--- config.mk ---
export PLATFORM = sky130hd
export DESIGN_NAME = mem_port_arbiter_flat
export DESIGN_NICKNAME = d
export VERILOG_FILES = /design/src/rtl/mem_port_arbiter_if.sv /design/src/rtl/mem_port_arbiter.sv /design/src/flat_wrapper.sv
export SDC_FILE = /design/constraint.sdc
export NUM_CORES = 1
export LEC_CHECK = 0
export CORE_AREA = 2 2 107 109
export DETAILED_ROUTE_END_ITERATION = 8
export DIE_AREA = 0 0 109 111
export PLACE_DENSITY_LB_ADDON = 0.15
export SYNTH_ARGS = -nofsm -noshare
export SYNTH_HDL_FRONTEND = slang
export SYNTH_SLANG_ARGS = --single-unit
--- constraint.sdc ---
create_clock -name clk -period 2 [get_ports clk]
set_clock_uncertainty 0.15 [all_clocks]
set_input_delay 0.3 -clock clk [delete_from_list [all_inputs] [get_ports clk]]
set_output_delay 0.3 -clock clk [all_outputs]
set_load 0.01 [all_outputs]
--- src/rtl/mem_port_arbiter_if.sv ---
// rtl/mem_port_arbiter_if.sv - bus bundle between fetch/LSU requesters, the arbiter and the shared memory port
//
// Signals:
//   i_req/i_addr            -> fetch request (read-only)
//   i_ack/i_rdata           <- fetch completion and read data
//   d_req/d_we/d_addr/
//   d_wdata/d_be            -> load/store request
//   d_ack/d_rdata           <- load/store completion and read data
//   mem_sel                 <- current owner of the shared port (0 = fetch, 1 = data)
//   mem_req/mem_we/mem_addr/
//   mem_wdata/mem_be        <- shared memory port request
//   mem_ack/mem_rdata       -> shared memory port completion and read data
// Modports:
//   master - the arbiter, which masters the shared memory port
//   slave  - the surrounding fetch stage, LSU and memory controller
interface mem_port_arbiter_if #(
  parameter int AW = 32,
  parameter int DW = 32
);
  logic              i_req;
  logic [AW-1:0]     i_addr;
  logic              i_ack;
  logic [DW-1:0]     i_rdata;

  logic              d_req;
  logic              d_we;
  logic [AW-1:0]     d_addr;
  logic [DW-1:0]     d_wdata;
  logic [DW/8-1:0]   d_be;
  logic              d_ack;
  logic [DW-1:0]     d_rdata;

  logic              mem_sel;
  logic              mem_req;
  logic              mem_we;
  logic [AW-1:0]     mem_addr;
  logic [DW-1:0]     mem_wdata;
  logic [DW/8-1:0]   mem_be;
  logic              mem_ack;
  logic [DW-1:0]     mem_rdata;

  modport master (
    input  i_req, i_addr,
    output i_ack, i_rdata,
    input  d_req, d_we, d_addr, d_wdata, d_be,
    output d_ack, d_rdata,
    output mem_sel, mem_req, mem_we, mem_addr, mem_wdata, mem_be,
    input  mem_ack, mem_rdata
  );

  modport slave (
    output i_req, i_addr,
    input  i_ack, i_rdata,
    output d_req, d_we, d_addr, d_wdata, d_be,
    input  d_ack, d_rdata,
    input  mem_sel, mem_req, mem_we, mem_addr, mem_wdata, mem_be,
    output mem_ack, mem_rdata
  );
endinterface

--- src/rtl/mem_port_arbiter.sv ---
// rtl/mem_port_arbiter.sv - round-robin arbiter sharing one memory port between fetch and load/store
//
// Ports:
//   clk  - rising-edge clock
//   rst  - asynchronous active-high reset
//   bus  - mem_port_arbiter_if.master: fetch port (i_*), data port (d_*),
//          steering select (mem_sel) and shared memory port (mem_*)
// Widths (AW, DW) are taken from the interface instance.
module mem_port_arbiter (
  input  logic                 clk,
  input  logic                 rst,
  mem_port_arbiter_if.master   bus
);

  typedef enum logic [1:0] {
    IDLE   = 2'd0,
    BUSY_I = 2'd1,
    BUSY_D = 2'd2
  } state_t;

  state_t state_q, state_d;
  logic   mem_sel_q, mem_sel_d;
  // 1 when the data port was served most recently; resets to 1 so fetch wins the first tie.
  logic   last_d_q, last_d_d;

  logic   busy_i;
  logic   busy_d;

  always_ff @(posedge clk or posedge rst) begin
    if (rst) begin
      state_q   <= IDLE;
      mem_sel_q <= 1'b0;
      last_d_q  <= 1'b1;
    end else begin
      state_q   <= state_d;
      mem_sel_q <= mem_sel_d;
      last_d_q  <= last_d_d;
    end
  end

  always_comb begin
    state_d   = state_q;
    mem_sel_d = mem_sel_q;
    last_d_d  = last_d_q;
    case (state_q)
      IDLE: begin
        if (bus.i_req && bus.d_req) begin
          if (last_d_q) begin
            state_d   = BUSY_I;
            mem_sel_d = 1'b0;
          end else begin
            state_d   = BUSY_D;
            mem_sel_d = 1'b1;
          end
        end else if (bus.i_req) begin
          state_d   = BUSY_I;
          mem_sel_d = 1'b0;
        end else if (bus.d_req) begin
          state_d   = BUSY_D;
          mem_sel_d = 1'b1;
        end
      end
      BUSY_I: begin
        // The just-acked fetch req is ignored: the requester drops it after seeing i_ack.
        if (bus.mem_ack) begin
          last_d_d = 1'b0;
          if (bus.d_req) begin
            state_d   = BUSY_D;
            mem_sel_d = 1'b1;
          end else begin
            state_d   = IDLE;
          end
        end
      end
      BUSY_D: begin
        if (bus.mem_ack) begin
          last_d_d = 1'b1;
          if (bus.i_req) begin
            state_d   = BUSY_I;
            mem_sel_d = 1'b0;
          end else begin
            state_d   = IDLE;
          end
        end
      end
      default: begin
        state_d = IDLE;
      end
    endcase
  end

  assign busy_i = (state_q == BUSY_I);
  assign busy_d = (state_q == BUSY_D);

  // Steering follows the registered select even when idle, so the muxes never glitch on req.
  assign bus.mem_sel   = mem_sel_q;
  assign bus.mem_req   = busy_i | busy_d;
  assign bus.mem_we    = busy_d & bus.d_we;
  assign bus.mem_addr  = mem_sel_q ? bus.d_addr : bus.i_addr;
  assign bus.mem_wdata = bus.d_wdata;
  assign bus.mem_be    = busy_d ? bus.d_be : '0;

  // Acks pass straight through so a zero-wait memory completes in the grant cycle.
  assign bus.i_ack   = busy_i & bus.mem_ack;
  assign bus.d_ack   = busy_d & bus.mem_ack;
  assign bus.i_rdata = bus.mem_rdata;
  assign bus.d_rdata = bus.mem_rdata;

endmodule
--- src/flat_wrapper.sv ---
// flat-port wrapper written by rule: the top's interface ports become plain ports
module mem_port_arbiter_flat 
  (clk, rst, bus_i_req, bus_i_addr, bus_i_ack, bus_i_rdata, bus_d_req, bus_d_we, bus_d_addr, bus_d_wdata, bus_d_be, bus_d_ack, bus_d_rdata, bus_mem_sel, bus_mem_req, bus_mem_we, bus_mem_addr, bus_mem_wdata, bus_mem_be, bus_mem_ack, bus_mem_rdata);
  mem_port_arbiter_if bus_i ();
  input  logic clk;
  input  logic rst;
  input wire logic [$bits(bus_i.i_req)-1:0] bus_i_req;
  input wire logic [$bits(bus_i.i_addr)-1:0] bus_i_addr;
  output wire logic [$bits(bus_i.i_ack)-1:0] bus_i_ack;
  output wire logic [$bits(bus_i.i_rdata)-1:0] bus_i_rdata;
  input wire logic [$bits(bus_i.d_req)-1:0] bus_d_req;
  input wire logic [$bits(bus_i.d_we)-1:0] bus_d_we;
  input wire logic [$bits(bus_i.d_addr)-1:0] bus_d_addr;
  input wire logic [$bits(bus_i.d_wdata)-1:0] bus_d_wdata;
  input wire logic [$bits(bus_i.d_be)-1:0] bus_d_be;
  output wire logic [$bits(bus_i.d_ack)-1:0] bus_d_ack;
  output wire logic [$bits(bus_i.d_rdata)-1:0] bus_d_rdata;
  output wire logic [$bits(bus_i.mem_sel)-1:0] bus_mem_sel;
  output wire logic [$bits(bus_i.mem_req)-1:0] bus_mem_req;
  output wire logic [$bits(bus_i.mem_we)-1:0] bus_mem_we;
  output wire logic [$bits(bus_i.mem_addr)-1:0] bus_mem_addr;
  output wire logic [$bits(bus_i.mem_wdata)-1:0] bus_mem_wdata;
  output wire logic [$bits(bus_i.mem_be)-1:0] bus_mem_be;
  input wire logic [$bits(bus_i.mem_ack)-1:0] bus_mem_ack;
  input wire logic [$bits(bus_i.mem_rdata)-1:0] bus_mem_rdata;
  assign bus_i.i_req = bus_i_req;
  assign bus_i.i_addr = bus_i_addr;
  assign bus_i_ack = bus_i.i_ack;
  assign bus_i_rdata = bus_i.i_rdata;
  assign bus_i.d_req = bus_d_req;
  assign bus_i.d_we = bus_d_we;
  assign bus_i.d_addr = bus_d_addr;
  assign bus_i.d_wdata = bus_d_wdata;
  assign bus_i.d_be = bus_d_be;
  assign bus_d_ack = bus_i.d_ack;
  assign bus_d_rdata = bus_i.d_rdata;
  assign bus_mem_sel = bus_i.mem_sel;
  assign bus_mem_req = bus_i.mem_req;
  assign bus_mem_we = bus_i.mem_we;
  assign bus_mem_addr = bus_i.mem_addr;
  assign bus_mem_wdata = bus_i.mem_wdata;
  assign bus_mem_be = bus_i.mem_be;
  assign bus_i.mem_ack = bus_mem_ack;
  assign bus_i.mem_rdata = bus_mem_rdata;
  mem_port_arbiter u_core (.clk(clk), .rst(rst), .bus(bus_i));
endmodule
# ---- After elaboration in Yosys (flattened, before gate mapping)
# Cells that the tools add are included.
dict set report word_totals {
  ff_bits 4
  in_bits 138
  out_inout_bits 137
}
dict set report classes {
  n_eq_ne 6
  mux 22
  n_bitwise 4
  n_reduce_logical 7
}
# operator n
set op_table {}
lappend op_table {{32-bit two-way mux} 1}
lappend op_table {{2-bit two-way mux} 7}
lappend op_table {{1-bit two-way mux} 10}
lappend op_table {{2-bit inequality test, second input constant} 3}
lappend op_table {{2-bit one-hot mux with 3 select lines} 1}
lappend op_table {{3-bit AND reduction} 2}
lappend op_table {{4-bit two-way mux} 1}
lappend op_table {{4-bit by 3-bit inequality test with 1-bit output, second input constant} 1}
lappend op_table {{4-bit AND reduction} 1}
lappend op_table {{1-bit AND} 3}
lappend op_table {{1-bit one-hot mux with 3 select lines} 1}
lappend op_table {{3-bit nonzero test} 1}
lappend op_table {{2-bit by 1-bit == test with 1-bit output, second input constant} 1}
lappend op_table {{2-bit == test, second input constant} 1}
lappend op_table {{2-bit logical NOT} 1}
lappend op_table {{1-bit one-hot mux with 2 select lines} 1}
lappend op_table {{2-bit nonzero test} 1}
lappend op_table {{1-bit logical AND} 1}
lappend op_table {{1-bit OR} 1}

# ---- Logic depth before layout (Yosys ltp)
dict set report depth {
  depth_word 4
  depth_mapped 5
  ltp_nobuf 5
}

# ---- Least setup slack after synthesis
# No wires, ideal clock.
dict set report synth_path {
  path_type {register to register}
  startpoint {register u_core.state_q[0]}
  endpoint {register u_core.mem_sel_q, in the netlist u_core.bus.mem_sel}
  setup_ns 0.136
  arrival_ns 1.250
  t_required_ns 1.714
  setup_slack_ns 0.464
  stages_incl_launch_ff 6
  n_path_buf 0
  cell_sequence {dfrtp_1 > inv_1 > ha_1 > or2b_1 > o22ai_1 > o41ai_2}
}
dict set report synth_between {
  elab_chain_len 3
  elab_cells_between_ends 9
}
# item line
set synth_lines {}
lappend synth_lines {{start: declaration} mem_port_arbiter.sv:21} ;# state_t state_q, state_d;
lappend synth_lines {{start signal: assignment} mem_port_arbiter.sv:35} ;# state_q <= state_d;
lappend synth_lines {{2-bit == test, or another cell as far along} mem_port_arbiter.sv:45} ;# case (state_q)
lappend synth_lines {{2-bit inequality test (no source line) or 3-bit nonzero test (tied branches)} -}
lappend synth_lines {{4-bit AND reduction (no source line)} -}
lappend synth_lines {{end signal: assignment} mem_port_arbiter.sv:36} ;# mem_sel_q <= mem_sel_d;
lappend synth_lines {{end: declaration} mem_port_arbiter.sv:22} ;# logic mem_sel_q, mem_sel_d;
# Parallel ways exist; a longest one is shown, timed or not.
# A chain may end at the register's enable or synchronous reset.

# ---- Final worst setup path
dict set report layout_path {
  startpoint {register u_core.mem_sel_q, in the netlist u_core.bus.mem_sel}
  endpoint {output bus_mem_addr[20]}
}
dict set report layout_between {
  elab_chain_len 1
}
# item line
set layout_lines {}
lappend layout_lines {{32-bit two-way mux} mem_port_arbiter.sv:99} ;# assign bus.mem_addr = mem_sel_q ? bus.d_addr : bus.i_addr;
lappend layout_lines {{end: declaration} flat_wrapper.sv:21} ;# output wire logic [$bits(bus_i.mem_addr)-1:0] bus_mem_addr;
# No other way between the ends.

==> flow_summary.json <==
{
  "status": "complete, no violations",
  "pin_count": 275,
  "wl_um": 3990,
  "drtAntennaViolNets": 0,
  "max_freq_ghz": 0.5125,
  "drv_cap": 0,
  "p_per_area_mw_per_mm2": 847.9,
  "drtPass1Iterations": 2,
  "cts_num_sinks": 4,
  "place_ws_ns": 0.02411,
  "core_area_mm2": 0.01108,
  "initial_core_util": 0.1340,
  "numCtsBuffers": 3,
  "synth_top_flop_cell": "dfrtp_1",
  "grt.overflow.total": 0,
  "htreeDepth": 1,
  "grt_usage": 0.06143,
  "port_buffers": 114,
  "final_util": 0.1967,
  "nets": 342,
  "synth_area_per_cell_um2": 8.678,
  "timing.final.crit_share": 0.9756,
  "synth_seq_cells": 4,
  "yosys_warnings": 0,
  "maxSlewHeadroom": 0.8151,
  "seq_area_frac_synth": 0.06830,
  "drt_iter0_markers": 5,
  "grt_max_degree": 15,
  "setup_tns_ns": 0,
  "cts_buffer_depth": 2,
  "synth.area.top_cells": "buf_4 50%, mux2_1 24%, dfrtp_1 5.1%, ha_1 3.4%, dfstp_2 1.8%",
  "cts_root_buffer": "clkbuf_16",
  "dpl.hpwl_um": 3392,
  "syn_area_mm2": 0.001484,
  "async_reset_ff_frac": 1.000,
  "start_kind": "flip-flop",
  "clk_pin_slew_worst_paths_ns": 0.03,
  "final_cell_area_mm2": 0.002178,
  "yosysUniqueCellTypes": 25,
  "worst_slack_ns": 0.04888,
  "grt_pass1_vias": 1246,
  "rows": 39,
  "critPathLaunch": "u_core.bus.mem_sel",
  "finalMaxSlewViolations": 0,
  "cp_max_fo": 13,
  "power.total_uw": 1847,
  "viasPerCell": 3.360,
  "gp_congestion": 0.6172,
  "setup_violations": 0,
  "worst-setup-path-type": "reg2out",
  "clk_latency_ns": 0.22,
  "wl_met3_um": 726,
  "drc": 0,
  "die_h_um": 111,
  "hold_violations": 0,
  "synth_most_common_cell": "buf_4",
  "num_vias": 1149,
  "cp-end-kind": "output pin",
  "rsz0062_at_grt": "no",
  "met2_length_um": 1750,
  "synthToLayoutAreaGrowth_pct": 46.80,
  "antenna_cells": 0,
  "cts_tree": "done",
  "arrival_ns": 1.50,
  "hold_class": "in2async",
  "synth_commonest_cells": "98 x buf_4, 32 x mux2_1, 5 x inv_1",
  "period_minus_slack_ns": 1.951,
  "netlist_instances": 171,
  "p_leak_uw": 0.0009462,
  "met1_length_um": 1333,
  "top_layer": "met4",
  "worstMarginPinSlew_ns": 0.2743,
  "antenna_found_initial": 0,
  "rr_startpoint": "u_core.state_q[0]",
  "place_area_mm2": 0.002125,
  "grt_pass1_wl_um": 5851,
  "dieArea_mm2": 0.01210,
  "synth_nets": 313,
  "die_w_um": 109,
  "cts_hold_buf": 0,
  "wire_per_inst_um": 11.67,
  "synth_edf_count": 0,
  "synth_top_cell_by_area": "buf_4",
  "drive_gt1_frac": 0.1457,
  "critical_path_required_ns": 1.55,
  "yosys.area.top_type_share": 0.4958,
  "peakVddDrop_uv": 318.4
}
-- cell usage in the layout, fill, tap and decap left out --
master,n
clkbuf_16,3
mux2_1,32
clkdlybuf4s15_1,1
dlymetal6s2s_1,2
and2_2,3
and2b_2,1
o21ba_1,1
ha_4,1
clkbuf_1,1
or2b_1,1
a21boi_0,1
a32o_1,1
a21oi_1,1
o41ai_2,1
nor2_1,1
inv_1,4
ha_1,3
a21o_2,1
dlygate4sd2_1,32
nand2b_1,3
buf_12,2
and2_1,4
dfrtp_1,2
buf_2,2
o21bai_1,1
buf_4,8
o31ai_1,1
o22ai_1,1
clkdlybuf4s50_1,74
o21bai_2,1
dfrtp_2,1
o2bb2ai_1,1
clkbuf_2,3
dfstp_2,1
o21ai_0,2
inv_2,1
-- per-stage QoR --
| stage | hold WS, ns | cells |
|---|---|---|
| detailed placement | 0.3515 | 335 |
| floorplan | -0.08464 | 171 |
| global placement | 0.3542 | 335 |
| finish | 0.1147 | 342 |
| global route | 0.1466 | 342 |
| CTS | 0.1180 | 342 |
-- worst max-delay path: stages, from the launching register on --
cell and delay (ns):
dfrtp_2 0.44, buf_12 0.16, buf_4 0.14, mux2_1 0.30, clkdlybuf4s15_1 0.24
-- repair_timing --
item,in CTS,in global routing
resized for setup,49,7
setup buffers,3,0
endpoints found under the setup margin,40,7
-- per-layer routing --
layer | GRT usage | up-vias
li1 | - | 519
met1 | 0.06016 | 483
met2 | 0.09896 | 124
met3 | 0.03821 | 23
met4 | 0.03248 | 0
met5 | 0 | -
-- sequential cells by signal, indices dropped and copies added (netlist names) --
| name | count |
|---|---|
| u_core.bus.mem_sel | 1 |
| u_core.last_d_q | 1 |
| u_core.state_q | 2 |
-- where the power goes --
| part | leakage [µW] | switching, µW | internal [µW] |
|---|---|---|---|
| combinational | 0.000861 | 571 | 785 |
| sequential | 0.0000475 | 44.8 | 129 |
| clock | 0.0000382 | 53.9 | 263 |
-- layout make-up --
type,count,area [µm²]
clock buffer,4,78.83
fill,1239,8899
inverter,5,18.77
multi-input combinational,62,618.1
sequential,4,102.6
tap,143,178.9
timing repair buffer,124,1181
-- final timing paths --
kind                            cells after the start  slack (ns)                 end
max in group asynchronous                           2        1.36     u_core.last_d_q
worst max register to register                      6        0.19  u_core.bus.mem_sel
min in group clk                                    2        0.38     u_core.last_d_q
worst min-delay path                                2        0.11   u_core.state_q[1]
worst min register to register                      2        0.38     u_core.last_d_q
worst max-delay path                                4        0.05    bus_mem_addr[20]
-- kinds of logic (layout without fill, tap and decap cells) --
family | after synthesis | in the layout | synth area share
mux | 32 | 32 | 0.2428
compound gates | 13 | 13 | 0.07337
buf+inv | 105 | 133 | 0.5236
simple gates | 13 | 13 | 0.05818
flops | 4 | 4 | 0.06830
fa+ha+maj | 4 | 4 | 0.03373
Note: power is estimated with default switching activity, not from simulation.
